**src/rtl/id_ex_stage_if.sv**
```systemverilog
// ID->EX pipeline register bus: decoded ID fields in, EX copy out.
// master = decode side, slave = id_ex_stage.
interface id_ex_stage_if;
  logic        i_hold;
  logic        i_flush;
  logic        i_ID_valid;
  logic [5:0]  i_ID_Rs;
  logic [5:0]  i_ID_Rt;
  logic [5:0]  i_ID_Rd;
  logic        i_ID_uses_Rs;
  logic        i_ID_uses_Rt;
  logic [31:0] i_ID_data1;
  logic [31:0] i_ID_data2;
  logic [31:0] i_ID_imm;
  logic        i_ID_reg_write;
  logic        i_ID_mem_read;
  logic        i_ID_mem_write;
  logic        i_ID_alu_src;
  logic [1:0]  i_ID_mem_to_reg;
  logic [4:0]  i_ID_alu_ctrl;
  logic        o_stall;
  logic        o_ID_EX_valid;
  logic [5:0]  o_ID_EX_Rs;
  logic [5:0]  o_ID_EX_Rt;
  logic [5:0]  o_ID_EX_Rd;
  logic        o_ID_EX_uses_Rs;
  logic        o_ID_EX_uses_Rt;
  logic [31:0] o_ID_EX_data1;
  logic [31:0] o_ID_EX_data2;
  logic [31:0] o_ID_EX_imm;
  logic        o_ID_EX_reg_write;
  logic        o_ID_EX_mem_read;
  logic        o_ID_EX_mem_write;
  logic        o_ID_EX_alu_src;
  logic [1:0]  o_ID_EX_mem_to_reg;
  logic [4:0]  o_ID_EX_alu_ctrl;

  modport master (
    output i_hold, i_flush, i_ID_valid,
    output i_ID_Rs, i_ID_Rt, i_ID_Rd,
    output i_ID_uses_Rs, i_ID_uses_Rt,
    output i_ID_data1, i_ID_data2, i_ID_imm,
    output i_ID_reg_write, i_ID_mem_read,
    output i_ID_mem_write, i_ID_alu_src,
    output i_ID_mem_to_reg, i_ID_alu_ctrl,
    input  o_stall, o_ID_EX_valid,
    input  o_ID_EX_Rs, o_ID_EX_Rt, o_ID_EX_Rd,
    input  o_ID_EX_uses_Rs, o_ID_EX_uses_Rt,
    input  o_ID_EX_data1, o_ID_EX_data2,
    input  o_ID_EX_imm, o_ID_EX_reg_write,
    input  o_ID_EX_mem_read, o_ID_EX_mem_write,
    input  o_ID_EX_alu_src, o_ID_EX_mem_to_reg,
    input  o_ID_EX_alu_ctrl
  );

  modport slave (
    input  i_hold, i_flush, i_ID_valid,
    input  i_ID_Rs, i_ID_Rt, i_ID_Rd,
    input  i_ID_uses_Rs, i_ID_uses_Rt,
    input  i_ID_data1, i_ID_data2, i_ID_imm,
    input  i_ID_reg_write, i_ID_mem_read,
    input  i_ID_mem_write, i_ID_alu_src,
    input  i_ID_mem_to_reg, i_ID_alu_ctrl,
    output o_stall, o_ID_EX_valid,
    output o_ID_EX_Rs, o_ID_EX_Rt, o_ID_EX_Rd,
    output o_ID_EX_uses_Rs, o_ID_EX_uses_Rt,
    output o_ID_EX_data1, o_ID_EX_data2,
    output o_ID_EX_imm, o_ID_EX_reg_write,
    output o_ID_EX_mem_read, o_ID_EX_mem_write,
    output o_ID_EX_alu_src, o_ID_EX_mem_to_reg,
    output o_ID_EX_alu_ctrl
  );
endinterface

```
**src/rtl/id_ex_stage.sv**
```systemverilog
// ID/EX pipeline register with load-use hazard bubble and flush.
// Define ID_EX_PERF_EN to add saturating bubble/flush counters.
module id_ex_stage (
  input logic i_clk,
  input logic i_rst,
  id_ex_stage_if.slave bus
`ifdef ID_EX_PERF_EN
  ,
  output logic [31:0] o_bubble_cnt,
  output logic [31:0] o_flush_cnt
`endif
);

  typedef struct packed {
    logic        valid;
    logic [5:0]  rs;
    logic [5:0]  rt;
    logic [5:0]  rd;
    logic        uses_rs;
    logic        uses_rt;
    logic [31:0] data1;
    logic [31:0] data2;
    logic [31:0] imm;
    logic        reg_write;
    logic        mem_read;
    logic        mem_write;
    logic        alu_src;
    logic [1:0]  mem_to_reg;
    logic [4:0]  alu_ctrl;
  } ex_t;

  ex_t  id_w;
  ex_t  ex_q;
  logic hazard;
  logic rs_hit;
  logic rt_hit;
  logic kill;

  assign id_w = {
    bus.i_ID_valid, bus.i_ID_Rs,
    bus.i_ID_Rt, bus.i_ID_Rd,
    bus.i_ID_uses_Rs, bus.i_ID_uses_Rt,
    bus.i_ID_data1, bus.i_ID_data2,
    bus.i_ID_imm, bus.i_ID_reg_write,
    bus.i_ID_mem_read, bus.i_ID_mem_write,
    bus.i_ID_alu_src, bus.i_ID_mem_to_reg,
    bus.i_ID_alu_ctrl
  };

  assign rs_hit = bus.i_ID_uses_Rs
                & (ex_q.rd == bus.i_ID_Rs);
  assign rt_hit = bus.i_ID_uses_Rt
                & (ex_q.rd == bus.i_ID_Rt);

  assign hazard = ex_q.valid & ex_q.mem_read
                & ex_q.reg_write
                & (ex_q.rd != 6'd0)
                & (rs_hit | rt_hit)
                & bus.i_ID_valid;

  assign bus.o_stall = bus.i_hold
                     | (hazard & ~bus.i_flush);

  assign kill = bus.i_flush | hazard
              | ~bus.i_ID_valid;

  // Pipeline register: hold keeps, flush/hazard/invalid load a bubble
  always_ff @(posedge i_clk) begin
    if (i_rst) begin
      ex_q <= '0;
    end else if (!bus.i_hold) begin
      if (kill) ex_q <= '0;
      else      ex_q <= id_w;
    end
  end

  assign bus.o_ID_EX_valid      = ex_q.valid;
  assign bus.o_ID_EX_Rs         = ex_q.rs;
  assign bus.o_ID_EX_Rt         = ex_q.rt;
  assign bus.o_ID_EX_Rd         = ex_q.rd;
  assign bus.o_ID_EX_uses_Rs    = ex_q.uses_rs;
  assign bus.o_ID_EX_uses_Rt    = ex_q.uses_rt;
  assign bus.o_ID_EX_data1      = ex_q.data1;
  assign bus.o_ID_EX_data2      = ex_q.data2;
  assign bus.o_ID_EX_imm        = ex_q.imm;
  assign bus.o_ID_EX_reg_write  = ex_q.reg_write;
  assign bus.o_ID_EX_mem_read   = ex_q.mem_read;
  assign bus.o_ID_EX_mem_write  = ex_q.mem_write;
  assign bus.o_ID_EX_alu_src    = ex_q.alu_src;
  assign bus.o_ID_EX_mem_to_reg = ex_q.mem_to_reg;
  assign bus.o_ID_EX_alu_ctrl   = ex_q.alu_ctrl;

`ifdef ID_EX_PERF_EN
  logic [31:0] bubble_q;
  logic [31:0] flush_q;

  // Saturating counts of flush bubbles and hazard bubbles
  always_ff @(posedge i_clk) begin
    if (i_rst) begin
      bubble_q <= '0;
      flush_q  <= '0;
    end else if (!bus.i_hold) begin
      if (bus.i_flush) begin
        if (flush_q != '1) flush_q <= flush_q + 32'd1;
      end else if (hazard) begin
        if (bubble_q != '1) bubble_q <= bubble_q + 32'd1;
      end
    end
  end

  assign o_bubble_cnt = bubble_q;
  assign o_flush_cnt  = flush_q;
`endif

endmodule

```
**src/flat_wrapper.sv**
```systemverilog
// flat-port wrapper written by rule: the top's interface ports become plain ports
module id_ex_stage_flat 
  (i_clk, i_rst, bus_i_hold, bus_i_flush, bus_i_ID_valid, bus_i_ID_Rs, bus_i_ID_Rt, bus_i_ID_Rd, bus_i_ID_uses_Rs, bus_i_ID_uses_Rt, bus_i_ID_data1, bus_i_ID_data2, bus_i_ID_imm, bus_i_ID_reg_write, bus_i_ID_mem_read, bus_i_ID_mem_write, bus_i_ID_alu_src, bus_i_ID_mem_to_reg, bus_i_ID_alu_ctrl, bus_o_stall, bus_o_ID_EX_valid, bus_o_ID_EX_Rs, bus_o_ID_EX_Rt, bus_o_ID_EX_Rd, bus_o_ID_EX_uses_Rs, bus_o_ID_EX_uses_Rt, bus_o_ID_EX_data1, bus_o_ID_EX_data2, bus_o_ID_EX_imm, bus_o_ID_EX_reg_write, bus_o_ID_EX_mem_read, bus_o_ID_EX_mem_write, bus_o_ID_EX_alu_src, bus_o_ID_EX_mem_to_reg, bus_o_ID_EX_alu_ctrl);
  id_ex_stage_if bus_i ();
  input logic i_clk;
  input logic i_rst;
  input wire logic [$bits(bus_i.i_hold)-1:0] bus_i_hold;
  input wire logic [$bits(bus_i.i_flush)-1:0] bus_i_flush;
  input wire logic [$bits(bus_i.i_ID_valid)-1:0] bus_i_ID_valid;
  input wire logic [$bits(bus_i.i_ID_Rs)-1:0] bus_i_ID_Rs;
  input wire logic [$bits(bus_i.i_ID_Rt)-1:0] bus_i_ID_Rt;
  input wire logic [$bits(bus_i.i_ID_Rd)-1:0] bus_i_ID_Rd;
  input wire logic [$bits(bus_i.i_ID_uses_Rs)-1:0] bus_i_ID_uses_Rs;
  input wire logic [$bits(bus_i.i_ID_uses_Rt)-1:0] bus_i_ID_uses_Rt;
  input wire logic [$bits(bus_i.i_ID_data1)-1:0] bus_i_ID_data1;
  input wire logic [$bits(bus_i.i_ID_data2)-1:0] bus_i_ID_data2;
  input wire logic [$bits(bus_i.i_ID_imm)-1:0] bus_i_ID_imm;
  input wire logic [$bits(bus_i.i_ID_reg_write)-1:0] bus_i_ID_reg_write;
  input wire logic [$bits(bus_i.i_ID_mem_read)-1:0] bus_i_ID_mem_read;
  input wire logic [$bits(bus_i.i_ID_mem_write)-1:0] bus_i_ID_mem_write;
  input wire logic [$bits(bus_i.i_ID_alu_src)-1:0] bus_i_ID_alu_src;
  input wire logic [$bits(bus_i.i_ID_mem_to_reg)-1:0] bus_i_ID_mem_to_reg;
  input wire logic [$bits(bus_i.i_ID_alu_ctrl)-1:0] bus_i_ID_alu_ctrl;
  output wire logic [$bits(bus_i.o_stall)-1:0] bus_o_stall;
  output wire logic [$bits(bus_i.o_ID_EX_valid)-1:0] bus_o_ID_EX_valid;
  output wire logic [$bits(bus_i.o_ID_EX_Rs)-1:0] bus_o_ID_EX_Rs;
  output wire logic [$bits(bus_i.o_ID_EX_Rt)-1:0] bus_o_ID_EX_Rt;
  output wire logic [$bits(bus_i.o_ID_EX_Rd)-1:0] bus_o_ID_EX_Rd;
  output wire logic [$bits(bus_i.o_ID_EX_uses_Rs)-1:0] bus_o_ID_EX_uses_Rs;
  output wire logic [$bits(bus_i.o_ID_EX_uses_Rt)-1:0] bus_o_ID_EX_uses_Rt;
  output wire logic [$bits(bus_i.o_ID_EX_data1)-1:0] bus_o_ID_EX_data1;
  output wire logic [$bits(bus_i.o_ID_EX_data2)-1:0] bus_o_ID_EX_data2;
  output wire logic [$bits(bus_i.o_ID_EX_imm)-1:0] bus_o_ID_EX_imm;
  output wire logic [$bits(bus_i.o_ID_EX_reg_write)-1:0] bus_o_ID_EX_reg_write;
  output wire logic [$bits(bus_i.o_ID_EX_mem_read)-1:0] bus_o_ID_EX_mem_read;
  output wire logic [$bits(bus_i.o_ID_EX_mem_write)-1:0] bus_o_ID_EX_mem_write;
  output wire logic [$bits(bus_i.o_ID_EX_alu_src)-1:0] bus_o_ID_EX_alu_src;
  output wire logic [$bits(bus_i.o_ID_EX_mem_to_reg)-1:0] bus_o_ID_EX_mem_to_reg;
  output wire logic [$bits(bus_i.o_ID_EX_alu_ctrl)-1:0] bus_o_ID_EX_alu_ctrl;
  assign bus_i.i_hold = bus_i_hold;
  assign bus_i.i_flush = bus_i_flush;
  assign bus_i.i_ID_valid = bus_i_ID_valid;
  assign bus_i.i_ID_Rs = bus_i_ID_Rs;
  assign bus_i.i_ID_Rt = bus_i_ID_Rt;
  assign bus_i.i_ID_Rd = bus_i_ID_Rd;
  assign bus_i.i_ID_uses_Rs = bus_i_ID_uses_Rs;
  assign bus_i.i_ID_uses_Rt = bus_i_ID_uses_Rt;
  assign bus_i.i_ID_data1 = bus_i_ID_data1;
  assign bus_i.i_ID_data2 = bus_i_ID_data2;
  assign bus_i.i_ID_imm = bus_i_ID_imm;
  assign bus_i.i_ID_reg_write = bus_i_ID_reg_write;
  assign bus_i.i_ID_mem_read = bus_i_ID_mem_read;
  assign bus_i.i_ID_mem_write = bus_i_ID_mem_write;
  assign bus_i.i_ID_alu_src = bus_i_ID_alu_src;
  assign bus_i.i_ID_mem_to_reg = bus_i_ID_mem_to_reg;
  assign bus_i.i_ID_alu_ctrl = bus_i_ID_alu_ctrl;
  assign bus_o_stall = bus_i.o_stall;
  assign bus_o_ID_EX_valid = bus_i.o_ID_EX_valid;
  assign bus_o_ID_EX_Rs = bus_i.o_ID_EX_Rs;
  assign bus_o_ID_EX_Rt = bus_i.o_ID_EX_Rt;
  assign bus_o_ID_EX_Rd = bus_i.o_ID_EX_Rd;
  assign bus_o_ID_EX_uses_Rs = bus_i.o_ID_EX_uses_Rs;
  assign bus_o_ID_EX_uses_Rt = bus_i.o_ID_EX_uses_Rt;
  assign bus_o_ID_EX_data1 = bus_i.o_ID_EX_data1;
  assign bus_o_ID_EX_data2 = bus_i.o_ID_EX_data2;
  assign bus_o_ID_EX_imm = bus_i.o_ID_EX_imm;
  assign bus_o_ID_EX_reg_write = bus_i.o_ID_EX_reg_write;
  assign bus_o_ID_EX_mem_read = bus_i.o_ID_EX_mem_read;
  assign bus_o_ID_EX_mem_write = bus_i.o_ID_EX_mem_write;
  assign bus_o_ID_EX_alu_src = bus_i.o_ID_EX_alu_src;
  assign bus_o_ID_EX_mem_to_reg = bus_i.o_ID_EX_mem_to_reg;
  assign bus_o_ID_EX_alu_ctrl = bus_i.o_ID_EX_alu_ctrl;
  id_ex_stage u_core (.i_clk(i_clk), .i_rst(i_rst), .bus(bus_i));
endmodule
```
**config.mk**
```make
export PLATFORM = sky130hd
export DESIGN_NAME = id_ex_stage_flat
export DESIGN_NICKNAME = d
export VERILOG_FILES = /design/src/rtl/id_ex_stage_if.sv /design/src/rtl/id_ex_stage.sv /design/src/flat_wrapper.sv
export SDC_FILE = /design/constraint.sdc
export NUM_CORES = 1
export LEC_CHECK = 0
export CORE_ASPECT_RATIO = 0.6
export CORE_MARGIN = 4
export CORE_UTILIZATION = 42
export CTS_BUF_LIST = sky130_fd_sc_hd__clkbuf_8
export CTS_CLUSTER_DIAMETER = 100
export DETAILED_ROUTE_END_ITERATION = 6
export PLACE_DENSITY = 0.81
export RECOVER_POWER = 25
export SLEW_MARGIN = 20
export SYNTH_ARGS = -nofsm -noshare
export SYNTH_HDL_FRONTEND = slang
export SYNTH_SLANG_ARGS = --single-unit
```
**constraint.sdc**
```tcl
create_clock -name i_clk -period 2.07 [get_ports i_clk]
set_input_delay 0.3105 -clock i_clk [delete_from_list [all_inputs] [get_ports i_clk]]
set_output_delay 0.3105 -clock i_clk [all_outputs]
set_load 0.01 [all_outputs]
```
Word level (Yosys, flattened, before mapping)
Cells that the tools add are included.
- equal/unequal tests: 2
- mux-type cells: 1
- bitwise operators: 14
- reduce and logical (&&, ||, !) cells: 1
- operators with widths (cell ; count):
    128-bit two-way mux ; 1
    6-bit equality test ; 2
    1-bit bitwise AND ; 8
    6-bit nonzero test ; 1
    1-bit bitwise OR ; 4
    1-bit NOT ; 2
- register bits: 128

Depth between registers and ports, before layout
- depth after elaboration: 8
- depth in mapped cells: 7
- gate-level depth less buffers: 4

Worst setup path after synthesis
Ideal clock, no wire load.
- path kind: flip-flop to output port
- start: register u_core.ex_q, in the netlist u_core.bus.o_ID_EX_Rd[2]
- end: output port bus_o_stall
- data arrival time: 1.452 ns
- setup slack: 0.308 ns
- stages on the path, launching flop included: 8
- buffers on the path: 3
- path through: dfxtp_1 xnor2_1 nand3_1 o22ai_2 buf_6 buf_6 buf_6 a21o_1
- longest elaborated chain between the ends: 7
- elaborated cells on any way between the ends: 11
- those cells by class: eq/ne (2); bitwise (8); reduce/logical (1)
- RTL lines (element ; RTL line ; source):
    start: declaration ; id_ex_stage.sv:33 ; ex_t ex_q;
    start signal: assignment ; id_ex_stage.sv:73 ; else ex_q <= id_w;
    6-bit equality test, on equally long branches ; id_ex_stage.sv:51, id_ex_stage.sv:53 ;
    1-bit bitwise AND, on equally long branches ; id_ex_stage.sv:51, id_ex_stage.sv:53 ;
    1-bit bitwise OR ; id_ex_stage.sv:58 ; & (rs_hit | rt_hit)
    1-bit bitwise AND (*) ; id_ex_stage.sv:58 ;
    1-bit bitwise AND (*) ; id_ex_stage.sv:59 ; & bus.i_ID_valid;
    1-bit bitwise AND (*) ; id_ex_stage.sv:62 ; | (hazard & ~bus.i_flush);
    1-bit bitwise OR (*) ; id_ex_stage.sv:62 ;
    end: declaration ; flat_wrapper.sv:24 ; output wire logic [$bits(bus_i.o_stall)-1:0] bus_o_stall;
Every way passes the cells marked *; elsewhere a longest branch is shown, timed or not.

Worst setup path in the final report
- start: register u_core.ex_q, in the netlist u_core.bus.o_ID_EX_Rd[5]
- end: output port bus_o_stall
Same word-level chain as after synthesis.

==> impl_metrics.env <==
export IMPL_run_status="finished clean"
export IMPL_slew_violations=0
export IMPL_layout_drive_gt1_share_pct=8.60
export IMPL_slowest_stage="sky130_fd_sc_hd__dfxtp_4"
export IMPL_clkLatencyLatePin_ps=420
export IMPL_routed_wl_um=19800
export IMPL_synthesis_area_um2=5830
export IMPL_worstPathArrival_ps=1630
export IMPL_max_freq_mhz=516
export IMPL_clkSinkCount=128
export IMPL_crit_path_cells="nor4_4, a21o_1, nor2_1, a21o_1, buf_2"
export IMPL_type_of_the_tightest_min_delay_check="in2reg"
export IMPL_grt_pass1_vias=6006
export IMPL_drc_violation_count_after_routing=0
export IMPL_synth_yosys_seq_area_share_pct=43.9
export IMPL_fp_row_count=33
export IMPL_antenna_found_initial=0
export IMPL_synthesis_nets=739
export IMPL_fillerInstances=1024
export IMPL_timing_max_slew_rel_slack_pct=65.5
export IMPL_maxCapViolations=0
export IMPL_critical_path_top_delay_family="flip-flops"
export IMPL_clk_root_buffer_cell="sky130_fd_sc_hd__clkbuf_8"
export IMPL_worst_clock_skew_ps=10.5
export IMPL_numPlacedInstances=1001
export IMPL_syn_avg_cell_area_um2=9.61
export IMPL_layout_cells_most_common_list="sky130_fd_sc_hd__clkdlybuf4s50_1 (200), sky130_fd_sc_hd__nand3b_1 (127), sky130_fd_sc_hd__a2bb2oi_1 (127)"
export IMPL_die_x_extent_um=160
export IMPL_net_total_in_the_final_layout=980
export IMPL_post_route_util_pct=67.0
export IMPL_final_cells=1035
export IMPL_synth_seq_cells=128
export IMPL_dr_first_iter_drc_count=351
export IMPL_gp_congestion=0.819
export IMPL_detailedRoute_firstPassIterationCount=5
export IMPL_groute_usage_overall_pct=24.1
export IMPL_clk_path_buf_depth=2
export IMPL_worst_hold_path_endpoint="u_core.bus.o_ID_EX_alu_ctrl[1]$_SDFFE_PP0N_"
export IMPL_core_area_um2=13600
export IMPL_regToRegStartpoint="u_core.bus.o_ID_EX_reg_write$_SDFFE_PP0N_"
export IMPL_htreeDepth=4
export IMPL_critical_path_class="reg2out"
export IMPL_critPathMaxFanout=4
export IMPL_hpwlAfterDp_um=13400
export IMPL_grt_first_pass_wirelength_um=31500
export IMPL_num_antenna_cells=0
export IMPL_avgViaCountPerCell=5.74
export IMPL_fin_total_pwr_mw=5.95
export IMPL_vertical_die_dimension_um=99.3
export IMPL_fp_dieArea_um2=15900
export IMPL_cts_hold_buffers_added=0
export IMPL_worst_endpoint_required_ps=1760
export IMPL_number_of_nets_with_antenna_violations_after_routing=0
export IMPL_final_setup_violating_endpoints=0
export IMPL_area_growth_pct=56.5
export IMPL_cp_num_buf_inv=1
export IMPL_wl_per_cell_um=19.1
export IMPL_worst_r2r_endpoint="u_core.bus.o_ID_EX_data1[22]$_SDFFE_PP0N_"
export IMPL_rsz0062_at_grt="no"
export IMPL_max_slew_worst_pin_slew_ps=518
export IMPL_cts_buffers_inserted=17
export IMPL_grt_ovfl_total=0
export IMPL_initial_core_util_pct=42.8
export IMPL_fin_area_um2=9130
export IMPL_detailed_place_area_um2=8650
export IMPL_timing_hold_worst_path_depth=3
export IMPL_dr_total_vias=5936
export IMPL_synth_warning_count=0
export IMPL_layout_cells_most_common="sky130_fd_sc_hd__clkdlybuf4s50_1"
export IMPL_power_density_nw_per_um2=652
export IMPL_cpMostUsedCell="sky130_fd_sc_hd__a21o_1"
export IMPL_slowest_delay_ps=370
export IMPL_min_period_over_period_pct=93.6
export IMPL_worst_hold_startpoint="i_rst"
export IMPL_finalWorstPathRequiredPeriod_ps=1940
export IMPL_report_final_hold_viol_count=0
export IMPL_clk_pin_slew_worst_paths_ps=80
export IMPL_synthDistinctLibCells=23
export IMPL_timing_reg2reg_worst_path_depth=6
export IMPL_timing_reg2reg_setup_slack_ps=170
export IMPL_tritoncts="yes"
export IMPL_place_ws_ps=-347
export IMPL_grt_start_max_net_pins=96
export IMPL_max_vdd_ir_drop_v=0.000379
export IMPL_port_buffer_count=260
export IMPL_final_critical_path_setup_slack_ps=132
export IMPL_cp_launch_type="flop"
export IMPL_total_leakage_power_nw=3.66
export IMPL_worstSetupEndpointType="output pin"
export IMPL_io_pins=261
export IMPL_synthesized_netlist_cell_count=607
[synthesized netlist by cell type (all sizes together)]
cell | number | area (µm²)
a21oi | 3 | 26.3
nor2 | 2 | 7.51
xnor2 | 12 | 105
dfxtp | 128 | 2560
clkbuf | 43 | 165
nor2b | 1 | 6.26
buf | 26 | 166
nand3b | 127 | 953
a21o | 2 | 15.0
o22ai | 1 | 12.5
nand3 | 2 | 10.0
nand4 | 3 | 18.8
a211oi | 1 | 7.51
a2bb2oi | 127 | 1110
nor3b | 1 | 7.51
o21ai | 127 | 636
nor4 | 1 | 21.3
[through the flow]
| stage | TNS (ps) | hold slack (ps) |
|---|---|---|
| after floorplan | 0 | 494 |
| after global placement | -25840 | 446 |
| after detailed placement | -27350 | 453 |
| after CTS | 0 | 255 |
| after global routing | 0 | 290 |
| final | 0 | 291 |
[routing by layer]
metal / up-vias / part of all wire, % / global-route usage (%)
met5: - / 0 / 0
met4: 0 / 1.7 / 6.68
met3: 24 / 9.4 / 10.6
met2: 262 / 47 / 39.3
met1: 2859 / 42 / 29.3
li1: 2791 / - / -
[where the power goes]
part	leakage [nW]	internal (mW)	switching [mW]
clock network	0.203	1.34	1.04
logic	2.41	0.551	0.368
registers	1.05	2.58	0.0747
[worst max path at each step]
stage	startpoint	end	cells past startpoint
6_report	u_core.bus.o_ID_EX_Rd[5]$_SDFFE_PP0N_	bus_o_stall	5
5_1_grt	u_core.bus.o_ID_EX_Rd[5]$_SDFFE_PP0N_	bus_o_stall	5
2_1_floorplan	u_core.bus.o_ID_EX_Rd[2]$_SDFFE_PP0N_	bus_o_stall	7
3_5_place_dp	bus_i_ID_Rt[4]	u_core.bus.o_ID_EX_data2[14]$_SDFFE_PP0N_	7
4_1_cts	u_core.bus.o_ID_EX_Rd[1]$_SDFFE_PP0N_	bus_o_stall	5
3_3_place_gp	bus_i_ID_Rt[5]	bus_o_stall	6
[tightest hold or removal path: stages]
cell and delay (ps):
sky130_fd_sc_hd__buf_2 140, sky130_fd_sc_hd__nand3b_1 140, sky130_fd_sc_hd__o21ai_0 80
[final cells by class]
| cell class | instances | area, µm² | share of cell area (%) |
|---|---|---|---|
| multi-input cells | 410 | 2950 | 32.3 |
| repair buffers | 291 | 2950 | 32.3 |
| flip-flops and latches | 128 | 2570 | 28.2 |
| clock buffers | 18 | 248 | 2.71 |
| well taps | 175 | 219 | 2.40 |
| clock inverters | 13 | 189 | 2.07 |
[cells by family (layout without fill, tap and decap cells)]
kind of cell           count (synthesis)  after routing  synth area share, %
AO/OA/AOI/OAI                        261            261                 31.0
AND/OR/NAND/NOR                      137            137                 17.6
XOR/XNOR                              12             12                 1.80
buffers and inverters                 69            322                 5.68
flip-flops                           128            128                 43.9
[repair_timing]
| action | CTS | global route |
|---|---|---|
| setup buffers | 2 | 0 |
| pin swaps | 3 | 2 |
| cloned | 0 | 1 |
| hold endpoints to repair | 0 | 0 |
| endpoints found under the setup margin | 77 | 61 |
| gates resized for setup | 10 | 3 |
Power figures use the tool's default switching activity.
